$ cat config.mk
export PLATFORM = sky130hd
export DESIGN_NAME = fan_out_collector_flat
export DESIGN_NICKNAME = d
export VERILOG_FILES = /design/src/rtl/fan_pkg.sv /design/src/rtl/fan_out_collector_if.sv /design/src/rtl/fan_prio_enc.sv /design/src/rtl/fan_out_collector.sv /design/src/flat_wrapper.sv
export SDC_FILE = /design/constraint.sdc
export NUM_CORES = 1
export LEC_CHECK = 0
export CAP_MARGIN = 20
export CORE_MARGIN = 5
export CORE_UTILIZATION = 55
export CTS_BUF_LIST = sky130_fd_sc_hd__clkbuf_4 sky130_fd_sc_hd__clkbuf_8
export CTS_CLUSTER_DIAMETER = 60
export DETAILED_ROUTE_END_ITERATION = 8
export MAX_ROUTING_LAYER = met4
export PLACE_DENSITY = 0.86
export SLEW_MARGIN = 15
export SYNTH_ARGS = -nofsm -noshare
export SYNTH_HDL_FRONTEND = slang
export SYNTH_SLANG_ARGS = --single-unit
$ cat constraint.sdc
create_clock -name clk -period 11.77 [get_ports clk]
set_input_delay 3.531 -clock clk [delete_from_list [all_inputs] [get_ports clk]]
set_output_delay 3.531 -clock clk [all_outputs]
set_load 0.005 [all_outputs]
$ cat src/rtl/fan_pkg.sv
// Shared fan-tree package: default geometry, index-width helper, collector
// state encoding and the result record handed to the write-back buffer.
package fan_pkg;

    localparam int unsigned DW_DATA  = 8;
    localparam int unsigned N        = 32;
    localparam int unsigned N_ADDERS = N - 1;

    // Index width for n adders; never less than one bit.
    function automatic int unsigned fan_idx_w(input int unsigned n);
        return (n <= 1) ? 1 : $clog2(n);
    endfunction

    typedef enum logic {
        IDLE,
        DRAIN
    } fan_state_t;

    typedef struct packed {
        logic [2*DW_DATA-1:0]        data;
        logic [fan_idx_w(N_ADDERS)-1:0] idx;
        logic                        last;
    } fan_result_t;

endpackage

$ cat src/rtl/fan_out_collector_if.sv
// Handshake bundle between fan_tree, the collector and the write-back buffer.
// slave: collector side (consumes vectors, produces results); master: the
// opposite side.
interface fan_out_collector_if
    import fan_pkg::*;
#(
    parameter int unsigned DW_DATA  = fan_pkg::DW_DATA,
    parameter int unsigned N_ADDERS = fan_pkg::N_ADDERS,
    parameter int unsigned DW_IDX   = fan_pkg::fan_idx_w(N_ADDERS)
);

    logic                            in_valid;
    logic                            in_ready;
    logic [2*DW_DATA*N_ADDERS-1:0]   in_data;
    logic [N_ADDERS-1:0]             in_mask;
    logic                            in_last;

    logic                            out_valid;
    logic                            out_ready;
    logic [2*DW_DATA-1:0]            out_data;
    logic [DW_IDX-1:0]               out_idx;
    logic                            out_last;

    modport slave (
        input  in_valid, in_data, in_mask, in_last, out_ready,
        output in_ready, out_valid, out_data, out_idx, out_last
    );

    modport master (
        output in_valid, in_data, in_mask, in_last, out_ready,
        input  in_ready, out_valid, out_data, out_idx, out_last
    );

endinterface

$ cat src/rtl/fan_prio_enc.sv
// Lowest-set-bit priority encoder: index, found flag and one-hot of the
// winning bit. Shared with fan_tree configuration generation.
module fan_prio_enc
    import fan_pkg::*;
#(
    parameter int unsigned W  = fan_pkg::N_ADDERS,
    parameter int unsigned IW = fan_pkg::fan_idx_w(W)
) (
    input  logic [W-1:0]  vec,
    output logic [IW-1:0] idx,
    output logic          found,
    output logic [W-1:0]  onehot
);

    // Scan from the top down so the lowest set bit wins.
    always_comb begin
        idx    = '0;
        found  = |vec;
        onehot = vec & (~vec + W'(1));
        for (int unsigned i = W; i > 0; i--) begin
            if (vec[i-1]) idx = IW'(i - 1);
        end
    end

endmodule

$ cat src/rtl/fan_out_collector.sv
// fan_out_collector: serializes the finished cluster sums of one fan_tree
// reduction vector, lowest adder index first, one result per cycle.
// Build option FAN_COLLECT_RELU_EN: clamp negative (signed) sums to zero.
module fan_out_collector
    import fan_pkg::*;
#(
    parameter int unsigned DW_DATA  = fan_pkg::DW_DATA,
    parameter int unsigned N_ADDERS = fan_pkg::N_ADDERS,
    parameter int unsigned DW_IDX   = fan_pkg::fan_idx_w(N_ADDERS)
) (
    input  logic                 clk,
    input  logic                 rst_n,
    fan_out_collector_if.slave   bus,
    output logic [15:0]          result_cnt
);

    localparam int unsigned DW_SUM = 2 * DW_DATA;

    fan_state_t                     state, state_nxt;
    logic [DW_SUM*N_ADDERS-1:0]     data_r;
    logic [N_ADDERS-1:0]            mask_r;
    logic                           last_r;

    logic [DW_IDX-1:0]              enc_idx;
    logic                           enc_found;
    logic [N_ADDERS-1:0]            enc_onehot;

    logic                           slot_free;
    logic                           single;
    logic                           emit;
    logic                           accept;
    logic [DW_SUM-1:0]              sel_sum;
    logic [DW_SUM-1:0]              res_data;

    fan_prio_enc #(
        .W  (N_ADDERS),
        .IW (DW_IDX)
    ) u_prio_enc (
        .vec    (mask_r),
        .idx    (enc_idx),
        .found  (enc_found),
        .onehot (enc_onehot)
    );

    assign slot_free = !bus.out_valid || bus.out_ready;
    assign single    = enc_found && (enc_onehot == mask_r);
    assign accept    = bus.in_valid && bus.in_ready;

    // State register.
    always_ff @(posedge clk or negedge rst_n) begin
        if (!rst_n) state <= IDLE;
        else        state <= state_nxt;
    end

    // Next state: leave DRAIN after the final bit unless a fresh nonzero
    // vector is taken on that same edge.
    always_comb begin
        state_nxt = state;
        unique case (state)
            IDLE: if (accept && |bus.in_mask) state_nxt = DRAIN;
            DRAIN: if (emit && single) state_nxt = (accept && |bus.in_mask) ? DRAIN : IDLE;
            default: state_nxt = IDLE;
        endcase
    end

    // FSM outputs: emit a result when a slot is free; accept a new vector
    // while idle or while the last remaining bit goes out.
    always_comb begin
        emit         = (state == DRAIN) && slot_free;
        bus.in_ready = (state == IDLE) || (emit && single);
    end

    // One-hot mux of the selected adder output.
    always_comb begin
        sel_sum = '0;
        for (int unsigned i = 0; i < N_ADDERS; i++) begin
            if (enc_onehot[i]) sel_sum = data_r[i*DW_SUM +: DW_SUM];
        end
`ifdef FAN_COLLECT_RELU_EN
        res_data = sel_sum[DW_SUM-1] ? '0 : sel_sum;
`else
        res_data = sel_sum;
`endif
    end

    // Holding registers: load on accept, otherwise retire the emitted bit.
    always_ff @(posedge clk or negedge rst_n) begin
        if (!rst_n) begin
            data_r <= '0;
            mask_r <= '0;
            last_r <= 1'b0;
        end else if (accept) begin
            data_r <= bus.in_data;
            mask_r <= bus.in_mask;
            last_r <= bus.in_last;
        end else if (emit) begin
            mask_r <= mask_r & ~enc_onehot;
        end
    end

    // Output register: loads on emit, holds under backpressure.
    always_ff @(posedge clk or negedge rst_n) begin
        if (!rst_n) begin
            bus.out_valid <= 1'b0;
            bus.out_data  <= '0;
            bus.out_idx   <= '0;
            bus.out_last  <= 1'b0;
        end else if (emit) begin
            bus.out_valid <= 1'b1;
            bus.out_data  <= res_data;
            bus.out_idx   <= enc_idx;
            bus.out_last  <= last_r && single;
        end else if (bus.out_ready) begin
            bus.out_valid <= 1'b0;
        end
    end

    // Saturating count of output handshakes.
    always_ff @(posedge clk or negedge rst_n) begin
        if (!rst_n) result_cnt <= '0;
        else if (bus.out_valid && bus.out_ready && result_cnt != 16'hFFFF)
            result_cnt <= result_cnt + 16'd1;
    end

endmodule

$ cat src/flat_wrapper.sv
// flat-port wrapper written by rule: the top's interface ports become plain ports
module fan_out_collector_flat import fan_pkg::*;
#(
    parameter int unsigned DW_DATA  = fan_pkg::DW_DATA,
    parameter int unsigned N_ADDERS = fan_pkg::N_ADDERS,
    parameter int unsigned DW_IDX   = fan_pkg::fan_idx_w(N_ADDERS)
)
  (clk, rst_n, result_cnt, bus_in_valid, bus_in_data, bus_in_mask, bus_in_last, bus_out_ready, bus_in_ready, bus_out_valid, bus_out_data, bus_out_idx, bus_out_last);
  fan_out_collector_if #(.DW_DATA(DW_DATA), .N_ADDERS(N_ADDERS), .DW_IDX(DW_IDX)) bus_i ();
  input  logic clk;
  input  logic rst_n;
  output logic [15:0] result_cnt;
  input wire logic [$bits(bus_i.in_valid)-1:0] bus_in_valid;
  input wire logic [$bits(bus_i.in_data)-1:0] bus_in_data;
  input wire logic [$bits(bus_i.in_mask)-1:0] bus_in_mask;
  input wire logic [$bits(bus_i.in_last)-1:0] bus_in_last;
  input wire logic [$bits(bus_i.out_ready)-1:0] bus_out_ready;
  output wire logic [$bits(bus_i.in_ready)-1:0] bus_in_ready;
  output wire logic [$bits(bus_i.out_valid)-1:0] bus_out_valid;
  output wire logic [$bits(bus_i.out_data)-1:0] bus_out_data;
  output wire logic [$bits(bus_i.out_idx)-1:0] bus_out_idx;
  output wire logic [$bits(bus_i.out_last)-1:0] bus_out_last;
  assign bus_i.in_valid = bus_in_valid;
  assign bus_i.in_data = bus_in_data;
  assign bus_i.in_mask = bus_in_mask;
  assign bus_i.in_last = bus_in_last;
  assign bus_i.out_ready = bus_out_ready;
  assign bus_in_ready = bus_i.in_ready;
  assign bus_out_valid = bus_i.out_valid;
  assign bus_out_data = bus_i.out_data;
  assign bus_out_idx = bus_i.out_idx;
  assign bus_out_last = bus_i.out_last;
  fan_out_collector #(.DW_DATA(DW_DATA), .N_ADDERS(N_ADDERS), .DW_IDX(DW_IDX)) u_core (.clk(clk), .rst_n(rst_n), .bus(bus_i), .result_cnt(result_cnt));
endmodule
==> flow_metrics.tcl <==
set metrics [dict create \
    synth_cells 2126 \
    clk_path_buf_depth 3 \
    combPwrFrac_pct 48.8 \
    synth_async_sr_flop_share_pct 100.0 \
    synth-seq-area-share_pct 53.80 \
    crit_path_end_kind "output pin" \
    ys.flop_type "dfrtp_1" \
    yosys-top-cells-area "dfrtp_1 (54%), mux2_1 (21%), o21ai_0 (1.8%), clkbuf_1 (1.6%), a22oi_1 (1.6%)" \
    power.switching_uw 4756 \
    p_leak_uw 0.01474 \
    p_clk_share_pct 18.1 \
    dr.pass1.iters 9 \
    cts_tree "yes" \
    grt_pass1_wl_mm 136.3 \
    path_class "primary input to output pin" \
    holdPathStages 1 \
    synth_top_area_share_pct 53.80 \
    cts_max_level 3 \
    pin_count 572 \
    cp-startpoint "bus_out_ready" \
    post-route-period-util_pct 82.43 \
    syn_to_final_growth_pct 31.40 \
    hp-start "u_core.data_r[79]" \
    start_kind "primary input" \
    worst_slew_pin_slew_ps 1191 \
    synth_edf_count 0 \
    synth_cell_types 65 \
    cts.sinks 568 \
    skew_ps 50.01 \
    die_w_um 229.2 \
    port_buffers 571 \
    p_sw_share_pct 43.55 \
    syn_area_mm2 0.02642 \
    power_frac_seq_pct 33.1 \
    routed_wl_mm 91.28 \
    run_status "completed" \
    finalSetupViolCount 0 \
    nNetsFinal 3181 \
    ir_worst_vdd_v 0.0002643 \
    worstPathArrival_ps 6170 \
    cts_root_buf "clkbuf_8" \
    synth_common_cells "dfrtp_1 (568), mux2_1 (497), clkbuf_1 (116)" \
    cts_repair_resize_count 0 \
    path_max_fanout 3 \
    grt_max_degree 194 \
    num_rows 80 \
    gp_congestion 0.9554 \
    coreArea_mm2 0.04765 \
    place_inst 3165 \
    ant_nets 0 \
    die_height_um 229.2 \
    hold_path.class "flip-flop to flip-flop" \
    relSlewSlack_pct 18.57 \
    clk_latency_ps 680 \
    viasPerCell 6.293 \
    p_int_uw 6165 \
    dr_total_vias 21350 \
    synth.largest_area_cell "dfrtp_1" \
    hpwl_mm 65.59 \
    synth_area_per_cell_um2 12.43 \
    avgRoutedWirePerCell_um 26.91 \
    antenna_found_initial 50 \
    grt_pass1_vias 21970 \
    initial_core_util_pct 55.45 \
    slew_viol_final 0 \
    rrSetupSlack_ps 5650 \
    grt.overflow.total 0 \
    max_freq_mhz 103.1 \
    power_density_mw_per_mm2 314.6 \
    ys_warn_count 0 \
    dr.first_iter.drc_count 2608 \
    drt_drc_violations_left 0 \
    cts_hold_buf 0 \
    syn_nets 2659 \
    r2r_end "u_core.data_r[360]" \
    r2r-start "u_core.mask_r[1]" \
    yosysMostFrequentCell "dfrtp_1" \
    die_area_mm2 0.05252 \
    rsz0062_at_grt "no" \
    ys_ff_latch 568 \
    drive_gt1_share_pct 8.767 \
    clk_pin_slew_ps 60 \
    required_ps 8240 \
    track_usage_pct 34.71 \
    r2r_cells 9 \
    hold_viol 0 \
    min_to "u_core.data_r[79]" \
    fin_setup_tns_ps 0 \
    maxCapViolCount 0 \
    final_cells 3392 \
    finalCriticalPeriod_ps 9702 \
    cts_setup_buffers 0 \
    cts_buffers 94 \
]
per-stage QoR:
step	hold WS, ps	setup slack [ps]	utilization, %	area, um^2	power, uW
after floorplan	448.4	3363	-	26420	6693
after global placement	460.9	2062	67.87	32340	8527
after detailed placement	471.0	2024	67.90	32350	8760
after CTS	484.7	2016	72.50	34540	10800
after global routing	494.7	1807	72.87	34720	11430
final	481.6	2068	72.87	34720	10920
worst max path at each step:
stage | endpoint | slack (ps) | cells past startpoint
after detailed placement | bus_in_ready | 2020 | 8
after floorplan | bus_in_ready | 3360 | 7
after global placement | bus_in_ready | 2060 | 8
after CTS | bus_in_ready | 2020 | 8
final | bus_in_ready | 2070 | 8
after global routing | bus_in_ready | 1810 | 8
registers in the layout, indices dropped and copies added, names as in the netlist:
| name | cells |
|---|---|
| u_core.data_r | 496 |
| u_core.mask_r | 31 |
| u_core.bus.out_data | 16 |
| u_core.result_cnt | 16 |
| u_core.bus.out_idx | 5 |
| u_core.bus.out_last | 1 |
| u_core.bus.out_valid | 1 |
| u_core.last_r | 1 |
| u_core.state | 1 |
cells in the final DEF (no fill, tap or decap), drive strengths merged, types with 18 or more instances in the layout:
cell and count:
nand4 27, nor3 45, buf 35, nor4 22, o221ai 20, nand3 23
a21oi 28, diode 51, a22o 18, mux2 499, o22ai 60, clkbuf 148
clkinv 18, nand2 79, o211ai 40, dfrtp 568, nor2 49, o21ai 93
clkdlybuf4s50 570, and3 18, a22oi 57, a211oi 20, a21o 31
layout make-up:
class | instances | area [um^2]
clock inverter | 26 | 294.0
inverter | 12 | 45.04
timing repair buffer | 605 | 6050
multi-input combinational | 1367 | 11320
antenna | 51 | 127.6
sequential | 568 | 14210
fill | 3180 | 12930
clock buffer | 148 | 1899
tap | 615 | 769.5
worst max-delay path, cell delays in order:
cell and delay [ps]:
clkdlybuf4s50_1 550, nand2b_1 180, and2_1 160, o211ai_1 100, nor4b_1 280, nand4_1 250, o31ai_1 430, clkdlybuf4s50_1 680
cell families (layout without fill, tap and decap cells):
| family | after synthesis | in the layout | synth area share, % |
|---|---|---|---|
| compound gates | 507 | 507 | 13.83 |
| xor+xnor | 15 | 15 | 0.4972 |
| fa+ha+maj | 2 | 2 | 0.08523 |
| buf+inv | 191 | 791 | 3.642 |
| flops | 568 | 568 | 53.80 |
| mux | 499 | 499 | 21.27 |
| other cells | 0 | 51 | 0 |
| simple gates | 344 | 344 | 6.886 |
power by group through the flow:
| stage | Sequential [uW] | Combinational (uW) | Clock (uW) |
|---|---|---|---|
| CTS | 3580 | 5220 | 2010 |
| finish | 3610 | 5330 | 1980 |
| global route | 3700 | 5630 | 2100 |
| floorplan | 3300 | 3390 | 0 |
| global placement | 3520 | 5010 | 0 |
| detailed placement | 3590 | 5170 | 0 |
routing by layer:
layer / GRT usage, % / up-vias / part of all wire, %
met5: - / - / 0
met4: 19.39 / 0 / 6.1
met3: 8.657 / 237 / 9.2
met2: 52.68 / 1196 / 47
met1: 42.90 / 10730 / 38
li1: - / 9180 / -
(Power assumes the default switching activity.)
